$ cat config.mk
export PLATFORM = sky130hd
export DESIGN_NAME = modulo_n_down_timer
export DESIGN_NICKNAME = d
export VERILOG_FILES = /design/src/rtl/modulo_n_down_timer.sv
export SDC_FILE = /design/constraint.sdc
export NUM_CORES = 1
export LEC_CHECK = 0
export ABC_AREA = 1
export BUFFER_PORTS_ARGS = -buffer_cell sky130_fd_sc_hd__buf_2
export CORE_MARGIN = 2
export CORE_UTILIZATION = 45
export CTS_CLUSTER_DIAMETER = 150
export CTS_CLUSTER_SIZE = 12
export DETAILED_ROUTE_END_ITERATION = 6
export MAX_ROUTING_LAYER = met4
export PLACE_DENSITY = 0.78
export SKIP_CTS_REPAIR_TIMING = 1
export SLEW_MARGIN = 20
export SYNTH_ARGS = -nofsm -noshare
export SYNTH_HDL_FRONTEND = slang
export SYNTH_SLANG_ARGS = --single-unit
$ cat constraint.sdc
create_clock -name clk -period 1.4 [get_ports clk]
set_input_delay 0.07 -clock clk [delete_from_list [all_inputs] [get_ports clk]]
set_output_delay 0.07 -clock clk [all_outputs]
set_load 0.05 [all_outputs]
$ cat src/rtl/modulo_n_down_timer.sv
`default_nettype none
// ============================================================================
//  Module      : modulo_n_down_timer
//  Description : Programmable modulo-N down-counting timer with a start/stop
//                control FSM. A period P (load_val, or N when load_val is 0)
//                is latched on an accepted start. The count runs from P-1 down
//                to 0 on enabled cycles. Reaching 0 produces a one-cycle
//                terminal-count pulse and then either reloads (auto-reload)
//                or parks in DONE (one-shot).
//
//  Ports       : clk          rising-edge clock
//                reset        synchronous active-high reset
//                start        start / restart request (level, sampled)
//                stop         abort; has priority over start
//                enable       count-advance qualifier while running
//                auto_reload  1 = periodic, 0 = one-shot (latched on start)
//                load_val     period P, 0 selects N (latched on start)
//                count_out    remaining count (registered)
//                tc_pulse     one-cycle terminal-count pulse (registered)
//                busy         high while running
//                done         high after a one-shot run has completed
//
//  Revision    : 1.0 - initial release
// ============================================================================
module modulo_n_down_timer #(
    parameter int N         = 10,
    parameter int CNT_WIDTH = 4
) (
    input  logic                 clk,
    input  logic                 reset,
    input  logic                 start,
    input  logic                 stop,
    input  logic                 enable,
    input  logic                 auto_reload,
    input  logic [CNT_WIDTH-1:0] load_val,
    output logic [CNT_WIDTH-1:0] count_out,
    output logic                 tc_pulse,
    output logic                 busy,
    output logic                 done
);

    // N may equal 2^CNT_WIDTH, so N-1 is formed in integer arithmetic and
    // then narrowed; it always fits in CNT_WIDTH bits.
    localparam logic [CNT_WIDTH-1:0] c_N_M1 = CNT_WIDTH'(N - 1);

    typedef enum logic [1:0] {
        S_IDLE = 2'd0,
        S_RUN  = 2'd1,
        S_DONE = 2'd2
    } state_t;

    state_t                 r_state;
    logic [CNT_WIDTH-1:0]   r_count;
    logic [CNT_WIDTH-1:0]   r_reload;   // latched P-1
    logic                   r_auto;     // latched mode
    logic                   r_tc;
    logic                   r_busy;
    logic                   r_done;

    logic [CNT_WIDTH-1:0]   w_start_reload;
    logic                   w_at_zero;

    // load_val of 0 selects the default period; otherwise load_val-1 cannot
    // underflow because load_val is at least 1.
    assign w_start_reload = (load_val == '0) ? c_N_M1 : (load_val - 1'b1);
    assign w_at_zero      = (r_count == '0);

    always_ff @(posedge clk) begin
        if (reset) begin
            r_state  <= S_IDLE;
            r_count  <= '0;
            r_reload <= '0;
            r_auto   <= 1'b0;
            r_tc     <= 1'b0;
            r_busy   <= 1'b0;
            r_done   <= 1'b0;
        end else if (stop) begin
            // Abort from any state, even with start asserted in the same cycle.
            r_state <= S_IDLE;
            r_count <= '0;
            r_tc    <= 1'b0;
            r_busy  <= 1'b0;
            r_done  <= 1'b0;
        end else if (start) begin
            // Start or restart: a restart in RUN reloads without a tc pulse.
            r_state  <= S_RUN;
            r_count  <= w_start_reload;
            r_reload <= w_start_reload;
            r_auto   <= auto_reload;
            r_tc     <= 1'b0;
            r_busy   <= 1'b1;
            r_done   <= 1'b0;
        end else begin
            case (r_state)
                S_RUN: begin
                    if (!enable) begin
                        r_tc <= 1'b0;
                    end else if (!w_at_zero) begin
                        r_count <= r_count - 1'b1;
                        r_tc    <= 1'b0;
                    end else begin
                        // Terminal count: pulse, then reload or finish.
                        r_tc <= 1'b1;
                        if (r_auto) begin
                            r_count <= r_reload;
                        end else begin
                            r_state <= S_DONE;
                            r_busy  <= 1'b0;
                            r_done  <= 1'b1;
                        end
                    end
                end
                S_DONE: begin
                    r_tc   <= 1'b0;
                    r_busy <= 1'b0;
                    r_done <= 1'b1;
                end
                default: begin
                    r_state <= S_IDLE;
                    r_count <= '0;
                    r_tc    <= 1'b0;
                    r_busy  <= 1'b0;
                    r_done  <= 1'b0;
                end
            endcase
        end
    end

    assign count_out = r_count;
    assign tc_pulse  = r_tc;
    assign busy      = r_busy;
    assign done      = r_done;

endmodule
`default_nettype wire

==> results.toml, run 1 <==
[outcome]
status = "finished clean"

[power]
p_leak_nw = 0.517
power.density_mw_per_mm2 = 815
worst_ir_drop_vdd_v = 0.000624

[placement]
placed_cell_area_mm2 = 0.00101
place_inst = 165
port_buffers = 16
dp_hpwl_um = 1460
dp_worst_setup_slack_ns = 0.00620
place_congestion = 0.871

[synth]
netlist-cell-type-count = 28
yosysSeqAreaShare = 0.316
syn_inst = 121
ys_warn_count = 0
syn_area_per_cell_um2 = 7.33
synthesis.nets = 135
syn-cell-area_um2 = 887
ys_ff_latch = 14

[clock_network]
cts_buffers = 3
clk_pin_slew_ns = 0.08
clock_path_buffers = 2
htreeDepth = 1
clk_latency_ns = 0.27
cts.sink_count = 14
cts_root_buf = "clkbuf_4"
cts_tree = "built"

[global_routing]
grt_overflow = 0
grt_pass1_wl_um = 3260
grt.met3_usage = 0.0278
use_met1 = 0.209
grt.busiest_layer = "met2"
grt_use_total = 0.176
antenna_found_initial = 0
met2_usage = 0.303
grt_max_degree = 10
grt_pass1_vias = 800

[timing]
clock_skew_ns = 0.00158
hold_ws_ns = 0.0598
setup_ws_ns = 0.0579
slew_headroom = 0.836
rsz0062_at_grt = "true"
hold_viol = 0
max_freq_ghz = 0.745
period_minus_slack_ns = 1.34
worst_slew_pin_slew_ns = 0.248
finalCritPeriodShare = 0.959
setup_viol = 0
drv_slew = 0

[route]
firstDrtPassIters = 4
routed_via_density = 5.02
drt-initial-drc-count = 30
vias = 848
wl_per_cell_um = 10.9
drt-total-wl_um = 1840
antenna_left = 0
route.detailed.drc = 0

[cells_and_area]
areaGrowthSynthToFinish_pct = 20.0
num_antenna_cells = 0
stdcell_count = 169
n_fill_cell = 179
final_area_mm2 = 0.00106
finish.utilization = 0.560
fin_nets = 158
drive_above_1_share = 0.366

[worst_setup_path]
cp-end-kind = "flop"
crit_path_max_incr_delay_ns = 0.36
arrival_ns = 1.51
cp-start-kind = "flop"
critPathBufInv = 1
r2r-end = "count_out[3]"
r2r_setup_slack_ns = 0.06
r2r_start = "count_out[1]"
critical-path-top-delay-family = "simple AND/OR/NAND/NOR gates"
required_ns = 1.57
reg2reg_depth = 7
critPathSlowestCell = "dfxtp_4"
worstPathMaxFanout = 5
crit_chain = "inv_1, ha_2, nand4_1, nand2_2, nand2_1, o21ai_1, a21oi_1"
setup.worst_path.start = "count_out[1]"
path_class = "flop to flop"

[floorplan]
die_area_mm2 = 0.00234
core_mm2 = 0.00190
die_h_um = 48.4
die_w_um = 48.4
initial_core_util = 0.466
rows = 16
pin_count = 17

[min_path]
hold_end = "tc_pulse"
hp-class = "input port to flop"
whs_path_depth = 3
min-delay-start = "enable"

[flow_run]
cap_viol_max_count = 0
synth_stat cells:
cell | number | area share
buf_6 | 1 | 0.013
nand3_2 | 1 | 0.011
nor2_2 | 5 | 0.035
nand3b_1 | 3 | 0.025
or2_4 | 1 | 0.0099
nor2_4 | 3 | 0.038
inv_6 | 1 | 0.0099
inv_1 | 14 | 0.059
nand2_1 | 22 | 0.093
nand4_1 | 3 | 0.021
o21ai_1 | 9 | 0.051
a21oi_1 | 9 | 0.051
nand2_4 | 1 | 0.013
a21boi_1 | 1 | 0.0085
xnor2_1 | 1 | 0.0099
o211ai_1 | 1 | 0.0085
ha_1 | 4 | 0.056
o21ai_0 | 1 | 0.0056
nor2_8 | 1 | 0.023
nor2_1 | 6 | 0.025
inv_4 | 1 | 0.0071
inv_2 | 4 | 0.017
o21ai_2 | 1 | 0.0099
dfxtp_1 | 14 | 0.32
nor3_1 | 1 | 0.0056
nand3_1 | 7 | 0.039
a21oi_2 | 1 | 0.0099
nand2_2 | 4 | 0.028
power breakdown:
part | total (mW) | switching (mW) | internal (mW)
sequential | 0.427 | 0.0134 | 0.414
combinational | 0.216 | 0.140 | 0.0760
clock | 0.225 | 0.125 | 0.0996
total | 0.868 | 0.278 | 0.589
kinds of logic after synthesis:
kind of cell    Yosys count  share of synthesized area
xor+xnor                  1                    0.00987
simple gates             58                      0.368
compound gates           23                      0.144
fa+ha+maj                 4                     0.0564
buf+inv                  21                      0.106
flops                    14                      0.316
metrics by stage:
step                power (mW)  TNS (ns)
CTS                      0.867   -0.0420
global route             0.915   -0.0195
floorplan                0.590         0
detailed placement       0.644         0
finish                   0.868         0
global placement         0.641         0
how the worst max path moves through the flow:
stage                         to  slack [ns]  depth (start not counted)
floorplan           count_out[2]        0.02                          7
global placement    count_out[2]        0.07                          9
detailed placement  count_out[2]       0.006                          9
CTS                 count_out[2]       -0.04                          9
global route        count_out[3]       -0.02                          7
finish              count_out[3]        0.06                          7
registers in the layout, summed over array words and instances, names as in the netlist:
signal     cells
busy           1
done           1
r_auto         1
r_state        2
r_reload       4
tc_pulse       1
count_out      4
layout by cell type (no fill, tap or decap), types with 2 or more instances in the layout:
| master | n |
|---|---|
| a21oi_1 | 9 |
| buf_2 | 16 |
| buf_4 | 3 |
| clkbuf_4 | 3 |
| dfxtp_1 | 10 |
| dfxtp_2 | 2 |
| dfxtp_4 | 2 |
| ha_1 | 2 |
| inv_1 | 14 |
| inv_2 | 4 |
| nand2_1 | 22 |
| nand2_2 | 4 |
| nand3_1 | 7 |
| nand3b_1 | 3 |
| nand4_1 | 3 |
| nor2_1 | 6 |
| nor2_2 | 4 |
| nor2_4 | 4 |
| o21ai_1 | 9 |
layout make-up:
cell class / instances / area [um2] / share of cell area
multi-input cells: 86 / 533 / 0.501
flip-flops and latches: 14 / 290 / 0.273
repair buffers: 19 / 103 / 0.0964
inverters: 20 / 82.6 / 0.0776
well taps: 27 / 33.8 / 0.0317
clock buffers: 3 / 22.5 / 0.0212
worst reg2reg max path, delay by kind of cell, from the launching register on:
kind	cells	cell delay, ns
compound gates	2	0.17
fa+ha+maj	1	0.24
buf+inv	1	0.08
flops	1	0.36
simple gates	3	0.40
layer usage:
metal	vias to the layer above	part of all wire	wire length, um
li1	437	-	-
met1	387	0.46	851
met2	20	0.49	898
met3	4	0.033	61
met4	0	0.016	30
met5	-	0	0
(Power assumes the default switching activity.)
==> run 2, diff against run 1 <==
- ABC_AREA: 1 -> default
- CAP_MARGIN: default -> 20
==> results.toml, run 2 <==
[worst_setup_path]
r2r-end = "count_out[2]"
worstPathMaxFanout = 4
required_ns = 1.59
path_class = "flop to flop"
r2r_start = "count_out[1]"
cp-start-kind = "flop"
cp-end-kind = "flop"
reg2reg_depth = 7
r2r_setup_slack_ns = -0.22
arrival_ns = 1.81

[timing]
worst_slew_pin_slew_ns = 0.330
hold_viol = 0
setup_viol = 4
max_freq_ghz = 0.616
finalCritPeriodShare = 1.16
clock_skew_ns = 0.0105
period_minus_slack_ns = 1.62
drv_slew = 0
setup_ws_ns = -0.224
rsz0062_at_grt = "true"
slew_headroom = 0.780

[synth]
syn_area_per_cell_um2 = 8.83
ys_ff_latch = 14
netlist-cell-type-count = 34
synth_edf_count = 0
synth_area_leaders = "dfxtp_1, ha_1, a221oi_2, nor2_1, a211oi_1"
ys_warn_count = 0
yosys.area.top_type = "dfxtp_1"
yosysSeqAreaShare = 0.341
syn_inst = 93
synth_common_cells = "dfxtp_1, nor2_1, inv_1, a21oi_1"
syn-cell-area_um2 = 821
async_flop_share = 0
synth.most_common_cell = "dfxtp_1"
yosys.area.top_type_share = 0.341
ys.flop_type = "dfxtp_1"
synthesis.nets = 107

[power]
p_sw_frac = 0.294
p_clk_frac = 0.319
p_seq_frac = 0.454
worst_ir_drop_vdd_v = 0.000744
power_frac_comb = 0.228
power.internal_mw = 0.668
p_leak_nw = 0.446
power.density_mw_per_mm2 = 854
p_switching_mw = 0.278

[placement]
place_congestion = 0.981
placed_cell_area_mm2 = 0.00103
port_buffers = 16
dp_hpwl_um = 1470
dp_worst_setup_slack_ns = -0.196

[route]
antenna_left = 0
wl_per_cell_um = 13.5
route.detailed.drc = 0
vias = 808
firstDrtPassIters = 4
drt-initial-drc-count = 17
routed_via_density = 5.46
drt-total-wl_um = 2000

[clock_network]
cts.sink_count = 14
cts_root_buf = "clkbuf_4"
clk_pin_slew_ns = 0.09
clock_path_buffers = 2
cts_tree = "built"
htreeDepth = 1
cts_buffers = 3
clk_latency_ns = 0.29

[cells_and_area]
drive_above_1_share = 0.496
final_common_cell = "buf_2"
n_fill_cell = 148
num_antenna_cells = 0
final_area_mm2 = 0.00111
fin_nets = 138
layout_common_cells = "buf_2, buf_4, nor2_1, dfxtp_1"
areaGrowthSynthToFinish_pct = 35.1

[global_routing]
use_met1 = 0.279
antenna_found_initial = 0
grt.met3_usage = 0.0471
grt_max_degree = 10
grt_use_total = 0.227
grt_pass1_wl_um = 3310
met2_usage = 0.344
grt_pass1_vias = 741
grt_overflow = 0
grt.busiest_layer = "met2"

[min_path]
min-delay-start = "reset"
whs_path_depth = 2
hp-class = "input port to flop"
hold_end = "r_auto"

[floorplan]
core_mm2 = 0.00173
initial_core_util = 0.475
die_w_um = 46.7
die_area_mm2 = 0.00218
die_h_um = 46.7
rows = 15
pin_count = 17

[flow_run]
cap_viol_max_count = 0

[outcome]
status = "finished with violations"
violations = "negative setup slack"
==> run 2: worst max-delay path by stage <==
stage,depth (start not counted),to,startpoint
after global routing,6,count_out[1],count_out[1]
final,7,count_out[2],count_out[1]
after detailed placement,6,count_out[0],count_out[1]
after global placement,6,count_out[3],count_out[1]
after floorplan,6,count_out[0],count_out[1]
after CTS,6,count_out[0],count_out[1]
==> run 2: final cells by class <==
class | instances | area [um2] | share of cell area
Multi-Input combinational cell | 69 | 542 | 0.489
Sequential cell | 14 | 290 | 0.262
Timing Repair Buffer | 29 | 178 | 0.160
Clock buffer | 4 | 36.3 | 0.0327
Inverter | 7 | 31.3 | 0.0282
Tap cell | 25 | 31.3 | 0.0282
==> run 2: power groups by stage <==
| stage | Sequential, mW | Clock [mW] | Combinational (mW) |
|---|---|---|---|
| 2_1_floorplan | 0.458 | 0 | 0.107 |
| 3_3_place_gp | 0.437 | 0 | 0.194 |
| 3_5_place_dp | 0.438 | 0 | 0.199 |
| 4_1_cts | 0.428 | 0.307 | 0.200 |
| 5_1_grt | 0.432 | 0.322 | 0.236 |
| 6_report | 0.429 | 0.301 | 0.216 |
==> run 2: critical path: stages, from the launching register on <==
cell,delay (ns)
dfxtp_4,0.36
inv_4,0.06
ha_4,0.14
or3b_4,0.41
o21ai_4,0.17
buf_4,0.14
a211oi_2,0.05
o21a_1,0.20
==> run 2: layer usage <==
layer,routed length (um),up-vias
li1,-,402
met2,946,25
met3,102,5
met5,0,-
met4,51,0
met1,895,376
==> run 2: cells by family after synthesis <==
group,share of synthesized area
and+or+nand+nor,0.204
muxes,0.0259
AOI/OAI and AO/OA,0.309
buffers and inverters,0.0473
xor gates and xnor gates,0.0107
adders and majority gates,0.0610
DFF,0.341
==> run 2: through the flow <==
stage | std cells | hold WS (ns) | power (mW) | setup TNS (ns) | utilization
final | 148 | 0.000202 | 0.946 | -0.802 | 0.642
after detailed placement | 142 | 0.316 | 0.636 | -0.679 | 0.596
after global routing | 148 | 0.0203 | 0.990 | -1.21 | 0.642
after CTS | 146 | 0.000934 | 0.935 | -0.723 | 0.617
after floorplan | 93 | 0.142 | 0.565 | -0.869 | -
after global placement | 142 | 0.306 | 0.630 | -0.608 | 0.596
